$ cat config.mk
export PLATFORM = sky130hd
export DESIGN_NAME = ctrl_pulse_sequencer
export DESIGN_NICKNAME = d
export VERILOG_FILES = /design/src/rtl/ctrl_pulse_pkg.sv /design/src/rtl/ctrl_edge_sync.sv /design/src/rtl/ctrl_pulse_sequencer.sv
export SDC_FILE = /design/constraint.sdc
export NUM_CORES = 1
export LEC_CHECK = 0
export ABC_AREA = 1
export CORE_UTILIZATION = 40
export CTS_CLUSTER_DIAMETER = 80
export DETAILED_ROUTE_END_ITERATION = 10
export DONT_BUFFER_PORTS = 1
export GPL_ROUTABILITY_DRIVEN = 0
export MAX_ROUTING_LAYER = met4
export PLACE_DENSITY = 0.58
export SKIP_LAST_GASP = 1
export SLEW_MARGIN = 20
export SYNTH_ARGS = -nofsm -noshare
export SYNTH_HDL_FRONTEND = slang
export SYNTH_SLANG_ARGS = --single-unit
$ cat constraint.sdc
create_clock -name clock -period 4.5 [get_ports clock]
set_clock_uncertainty 0.2 [all_clocks]
set_input_delay 0.675 -clock clock [delete_from_list [all_inputs] [get_ports clock]]
set_output_delay 0.675 -clock clock [all_outputs]
set_load 0.005 [all_outputs]
$ cat src/rtl/ctrl_pulse_pkg.sv
// Shared constants for the control-register pulse sequencer: FSM encoding,
// control-bit field positions and counter widths.
package ctrl_pulse_pkg;

    localparam logic [1:0] IDLE = 2'd0;
    localparam logic [1:0] HIGH = 2'd1;
    localparam logic [1:0] LOW  = 2'd2;

    localparam int START_BIT = 7;
    localparam int ABORT_BIT = 6;
    localparam int W_MSB     = 5;
    localparam int W_LSB     = 3;
    localparam int N_MSB     = 2;
    localparam int N_LSB     = 0;

    localparam int GCNT_W    = 4;

endpackage

$ cat src/rtl/ctrl_edge_sync.sv
// Conditions control_in for the FSM: optional 2-flop synchronizer
// (enabled by `CTRL_PULSE_SYNC_EN), start rising-edge detect and field extraction.
module ctrl_edge_sync
    import ctrl_pulse_pkg::*;
(
    input  logic       clock,
    input  logic       reset,
    input  logic [7:0] control_in,
    output logic       start_edge_o,
    output logic       abort_o,
    output logic [2:0] w_o,
    output logic [2:0] n_o
);

    logic [7:0] ctrl_s;
    logic       start_prev_q;

`ifdef CTRL_PULSE_SYNC_EN
    logic [7:0] sync1_q;
    logic [7:0] sync2_q;

    // Reset value keeps start high so a held start bit cannot fire out of reset.
    always_ff @(posedge clock) begin
        if (reset) begin
            sync1_q <= 8'h80;
            sync2_q <= 8'h80;
        end else begin
            sync1_q <= control_in;
            sync2_q <= sync1_q;
        end
    end

    assign ctrl_s = sync2_q;
`else
    assign ctrl_s = control_in;
`endif

    always_ff @(posedge clock) begin
        if (reset) begin
            start_prev_q <= 1'b1;
        end else begin
            start_prev_q <= ctrl_s[START_BIT];
        end
    end

    assign start_edge_o = ctrl_s[START_BIT] & ~start_prev_q;
    assign abort_o      = ctrl_s[ABORT_BIT];
    assign w_o          = ctrl_s[W_MSB:W_LSB];
    assign n_o          = ctrl_s[N_MSB:N_LSB];

endmodule

$ cat src/rtl/ctrl_pulse_sequencer.sv
// Turns a firmware start write into a pulse train of N+1 pulses, each W+1 cycles
// high, separated by GAP_CYCLES; `CTRL_PULSE_SYNC_EN adds an input synchronizer.
module ctrl_pulse_sequencer
    import ctrl_pulse_pkg::*;
#(
    parameter int   GAP_CYCLES = 2,
    parameter logic IDLE_LEVEL = 1'b0
) (
    input  logic       clock,
    input  logic       reset,
    input  logic [7:0] control_in,
    output logic       pulse_out,
    output logic       busy,
    output logic       done,
    output logic       aborted,
    output logic [2:0] pulse_idx
);

    localparam logic [GCNT_W-1:0] GAP_LAST = GCNT_W'(GAP_CYCLES - 1);

    logic       start_edge;
    logic       abort;
    logic [2:0] w_field;
    logic [2:0] n_field;

    logic [1:0]        state_q, state_d;
    logic [2:0]        hcnt_q, hcnt_d;
    logic [GCNT_W-1:0] gcnt_q, gcnt_d;
    logic [2:0]        w_q, w_d;
    logic [2:0]        n_q, n_d;
    logic [2:0]        idx_q, idx_d;
    logic              done_q, done_d;
    logic              aborted_q, aborted_d;

    ctrl_edge_sync u_edge_sync (
        .clock        (clock),
        .reset        (reset),
        .control_in   (control_in),
        .start_edge_o (start_edge),
        .abort_o      (abort),
        .w_o          (w_field),
        .n_o          (n_field)
    );

    always_comb begin
        state_d   = state_q;
        hcnt_d    = hcnt_q;
        gcnt_d    = gcnt_q;
        w_d       = w_q;
        n_d       = n_q;
        idx_d     = idx_q;
        done_d    = 1'b0;
        aborted_d = 1'b0;
        case (state_q)
            IDLE: begin
                // Abort in IDLE suppresses a simultaneous start and raises no strobe.
                if (start_edge && !abort) begin
                    state_d = HIGH;
                    w_d     = w_field;
                    n_d     = n_field;
                    hcnt_d  = 3'd0;
                    idx_d   = 3'd0;
                end
            end
            HIGH: begin
                if (abort) begin
                    state_d   = IDLE;
                    aborted_d = 1'b1;
                end else if (hcnt_q == w_q) begin
                    if (idx_q == n_q) begin
                        state_d = IDLE;
                        done_d  = 1'b1;
                    end else begin
                        state_d = LOW;
                        gcnt_d  = '0;
                    end
                end else begin
                    hcnt_d = hcnt_q + 3'd1;
                end
            end
            LOW: begin
                if (abort) begin
                    state_d   = IDLE;
                    aborted_d = 1'b1;
                end else if (gcnt_q == GAP_LAST) begin
                    state_d = HIGH;
                    hcnt_d  = 3'd0;
                    idx_d   = idx_q + 3'd1;
                end else begin
                    gcnt_d = gcnt_q + 1'b1;
                end
            end
            default: state_d = IDLE;
        endcase
    end

    always_ff @(posedge clock) begin
        if (reset) begin
            state_q   <= IDLE;
            hcnt_q    <= 3'd0;
            gcnt_q    <= '0;
            w_q       <= 3'd0;
            n_q       <= 3'd0;
            idx_q     <= 3'd0;
            done_q    <= 1'b0;
            aborted_q <= 1'b0;
        end else begin
            state_q   <= state_d;
            hcnt_q    <= hcnt_d;
            gcnt_q    <= gcnt_d;
            w_q       <= w_d;
            n_q       <= n_d;
            idx_q     <= idx_d;
            done_q    <= done_d;
            aborted_q <= aborted_d;
        end
    end

    assign pulse_out = (state_q == HIGH) ? ~IDLE_LEVEL : IDLE_LEVEL;
    assign busy      = (state_q != IDLE);
    assign done      = done_q;
    assign aborted   = aborted_q;
    assign pulse_idx = idx_q;

endmodule

-- Word level (Yosys, flattened, before mapping)
Index checks and enable logic that the tools add are counted.
- output and inout bits: 7
- memories: 0
- bits in latches: 0
- register bits: 21
- logic and storage cells: 72
- bits in read-only memories: 0
- bits in writable memories: 0
- input port bits: 10
- magnitude comparators: 0
- reductions and logical operators: 15
- div/mod/pow operators: 0
- eq/ne operators: 15
- shift-type cells: 0
- add/subtract/negate cells: 3
- $mul: 0
- multiplexer cells: 25
- bitwise logic cells: 5
- operators by type and width (kind ; count):
    3-bit two-way mux ; 7
    4-bit two-way mux ; 5
    2-bit != test (second input constant) ; 8
    2-bit two-way mux ; 6
    6-bit AND reduction ; 2
    3-bit one-hot mux with 3 select lines ; 1
    4-bit one-hot mux with 2 select lines ; 1
    3-bit by 1-bit adder with 3-bit output (second input constant) ; 2
    3-bit == test ; 2
    3-bit != test (second input constant) ; 2
    2-bit one-hot mux with 3 select lines ; 1
    3-bit one-hot mux with 2 select lines ; 1
    2-bit nonzero test ; 3
    4-bit by 1-bit adder with 4-bit output (second input constant) ; 1
    4-bit by 1-bit == test with 1-bit output (second input constant) ; 1
    1-bit NOT ; 4
    4-bit AND reduction ; 1
    2-bit OR reduction ; 2
    4-bit OR reduction ; 1
    1-bit two-way mux ; 3
    3-bit AND reduction ; 1
    3-bit nonzero test ; 1
    2-bit by 1-bit == test with 1-bit output (second input constant) ; 1
    2-bit == test (second input constant) ; 1
    5 further kinds ; 5

-- Longest topological paths before layout
- word-level depth: 5
- depth in mapped cells: 10
- gate-level depth less buffers: 10

-- Modules after synthesis
A second synthesis with hierarchy kept.
- cell total of the unflattened synthesis: 188
- area total of the unflattened synthesis: 1307.5 sq um
- modules (own cells, without submodules) (module ; area an instance (sq um) ; cells each ; times used ; seq. area each (sq um)):
    ctrl_pulse_sequencer ; 1217.4 ; 176 ; 1 ; 400.4
    ctrl_edge_sync ; 90.1 ; 12 ; 1 ; 20.0

-- Worst setup path before layout
OpenSTA, ideal clock, no wires.
- path kind: flip-flop to flip-flop
- start point: register state_q[0]
- end point: register hcnt_q[0]
- arrival: 1321 ps
- slack: 2853 ps
- clock period less this slack: 1647 ps
- setup time: 126 ps
- data required time: 4174 ps
- cell stages (with the launch flop): 10
- path buffers: 1
- cell sequence: dfxtp_1 > inv_1 > ha_1 > buf_6 > o21ai_1 > nand3_1 > nor2_4 > nand2_1 > nand2_1 > a21oi_2
- cells in the longest elaborated chain, start to end: 3
- elaborated cells on any way between the ends: 11
- those cells by class: 7 x eq/ne; 1 x mux; 3 x reduce/logical
- RTL lines (what ; line ; RTL):
    start: declaration ; ctrl_pulse_sequencer.sv:26 ; logic [1:0] state_q, state_d;
    start signal: assignment ; ctrl_pulse_sequencer.sv:108 ; state_q <= state_d;
    2-bit == test (tied with other cells) ; ctrl_pulse_sequencer.sv:54 ; case (state_q)
    2-bit != test (no source line) / 3-bit nonzero test (equally long branches) ; n/a ;
    6-bit AND reduction (no source line) ; n/a ;
    end signal: assignment ; ctrl_pulse_sequencer.sv:109 ; hcnt_q <= hcnt_d;
    end: declaration ; ctrl_pulse_sequencer.sv:27 ; logic [2:0] hcnt_q, hcnt_d;
Parallel ways exist; a longest one is shown, timed or not.
A chain may end at the register's enable or synchronous reset.

-- Worst setup path after layout
- start point: register state_q[0]
- end point: output port busy
- cells in the longest elaborated chain, start to end: 1
- RTL lines (what ; line ; RTL):
    2-bit nonzero test ; ctrl_pulse_sequencer.sv:120 ; assign busy = (state_q != IDLE);
    end: declaration ; ctrl_pulse_sequencer.sv:13 ; output logic busy,
No other way between the ends.

==> flow_summary_export.csv <==
group,metric,value,unit
clocking,clockRootBuffer,"clkbuf_4",
yosys,ys_seq_area_share,34.3,%
clocking,cts_hold_buf,0,
timing,setup_violations,0,
yosys,synth.distinct_cells,24,
clocking,cts_buffers,3,
clocking,clk_pin_slew_worst_paths,0.13,ns
layout,layout_commonest_cell,"nand2_1",
outcome,status,"finished, violations left",
clocking,cts_sinks,21,
timing,period_minus_slack,2.04,ns
critical_path,arrival,1.17,ns
place,dp_slack,2.56,ns
critical_path,cp.required,3.62,ns
clocking,cts_resized,0,
detailed_routing,via_per_inst,5.13,
clocking,clk-insertion-delay-late,0.31,ns
timing,rsz0062_at_grt,"false",
critical_path,reg2regPathDepth,8,
pwr,p_leak,0.569,nW
timing,finalCritPeriodShare,45.4,%
global_route,grt-ovfl-total,0,
detailed_routing,wl,2530,µm
yosys,yosys-top-cells-area,"dfxtp_1 (34%), nand2_1 (11%), inv_1 (8.6%)",
timing,final_max_slew_viol_count,0,
global_route,grt_pass1_vias,1019,
yosys,syn_avg_cell_area,6.93,µm²
critical_path,cp-start-kind,"flop",
global_route,antenna_found_initial,0,
hold_path,hold_path_class,"primary input to flop",
yosys,yosysTopAreaCell,"dfxtp_1",
die,initial_utilization,43.4,%
die,die_x,57.4,µm
clocking,clk_path_buf_depth,2,
timing,tightest_slew,0.430,ns
clocking,post_cts_buffers,0,
place,hpwl,1970,µm
yosys,synth_area,1230,µm²
die,dieArea,3290,µm²
timing,finalHoldViolCount,0,
yosys,synth_ff_type,"dfxtp_1",
timing,max_freq,490,MHz
yosys,synth_edf_count,0,
global_route,grt.total_usage,18.1,%
run,drv_cap,0,
yosys,synth-seq-cells,21,
yosys,synth.top_cell.area_share,34.3,%
detailed_routing,vias,1067,
critical_path,path_class,"flop to output pin",
place,portBuffers,0,
hold_path,hold_depth,1,
die,num_rows,19,
critical_path,crit_fanout,4,
pwr,p_per_area,506,nW/µm²
yosys,synthesis.nets,195,
die,core_area,2830,µm²
clocking,cts_tree,"built",
layout,layout-drive-gt1-share,10.2,%
die,die_h,57.4,µm
timing,fin_tns_setup,0,ns
layout,syn_to_final_growth,3.57,%
yosys,async_flop_share,0,%
layout,layout_common_cells,"nand2_1 (37), inv_1 (28), dfxtp_1 (21)",
detailed_routing,antenna_left,0,
global_route,grt_max_degree,15,
yosys,syn_inst,177,
pwr,peakVddDrop,253,µV
global_route,grt_pass1_wl,4490,µm
critical_path,end_kind,"output pin",
detailed_routing,drtIter0Drc,36,
die,ios,17,
layout,nNetsFinal,196,
detailed_routing,drt-wirelength-per-cell,12.2,µm
detailed_routing,drcViolationCount,1,
timing,fin_ws,2.46,ns
clocking,h-tree-depth,1,
layout,antenna_cells,0,
detailed_routing,drtPass1Iterations,7,
outcome,violations,"design-rule violations",
yosys,yosys_warnings,0,
timing,slew_headroom,71.3,%
## worst max-delay path, cell delays in order (launching register included)
cell and delay [ns]:
dfxtp_1 0.40, inv_1 0.09, ha_1 0.25, inv_1 0.12
## report_power, final
part / total, W / leakage (nW) / internal [W] / switching, W
sequential: 0.000258 / 0.171 / 0.000223 / 0.0000352
combinational: 0.000286 / 0.384 / 0.000103 / 0.000183
clock: 0.0000981 / 0.0139 / 0.0000339 / 0.0000642
## final cells by class
type	count	area (µm²)
clock buffers	3	22.5
clock inverters	1	7.51
fillers	287	1560
inverters	31	119
multi-input cells	121	663
flip-flops and latches	21	420
well taps	31	38.8
## cell families (layout without fill, tap and decap cells)
family	after synthesis	after routing	share of synthesized area, %
AO/OA/AOI/OAI	24	24	10.7
XOR/XNOR	4	4	2.85
adder cells (fa/ha/maj)	8	8	8.16
buffers and inverters	35	35	11.7
flip-flops	21	21	34.3
AND/OR/NAND/NOR	85	85	32.3
## metal layers
layer | vias to the layer above | part of all wire, % | GRT usage, %
met5 | - | 0 | -
met4 | 0 | 0.75 | 6.27
met3 | 2 | 3.6 | 3.17
met2 | 16 | 44 | 27.2
met1 | 484 | 52 | 24.4
li1 | 565 | - | -
## registers in the layout (all words and copies together), names as in the netlist
register and count:
w_q 3, aborted 1, gcnt_q 4, state_q 2, u_edge_sync.start_prev_q 1, n_q 3, done 1, hcnt_q 3
pulse_idx 3
## stage by stage
step           util [%]  instances  hold WS, ns  area, µm²  power, W
6_report           44.9        208        0.201       1270  0.000643
5_1_grt            44.9        208        0.174       1270  0.000713
4_1_cts            44.9        208        0.190       1270  0.000652
3_5_place_dp       43.9        204        0.256       1240  0.000552
3_3_place_gp       43.9        204        0.253       1240  0.000544
2_1_floorplan         -        177        0.236       1230  0.000498
## synth_stat cells (all sizes together), types with 3 or more instances
library cell	number
nand2	38
o21ai	11
xnor2	3
dfxtp	21
a21oi	13
nand3	20
buf	3
ha	8
nand4	8
nor2	14
or2	4
inv	31
## path summary, 6_finish.rpt
check,slack (ns),from,endpoint
worst max-delay path,2.46,state_q[0]$_SDFFE_PP0P_,busy
worst min-delay path,0.20,reset,hcnt_q[0]$_SDFFE_PP0P_
worst max register to register,2.54,state_q[0]$_SDFFE_PP0P_,pulse_idx[1]$_SDFFE_PP0P_
worst min register to register,0.27,w_q[2]$_SDFFE_PP0P_,w_q[2]$_SDFFE_PP0P_
No activity file was read; power rests on OpenSTA's default activity.
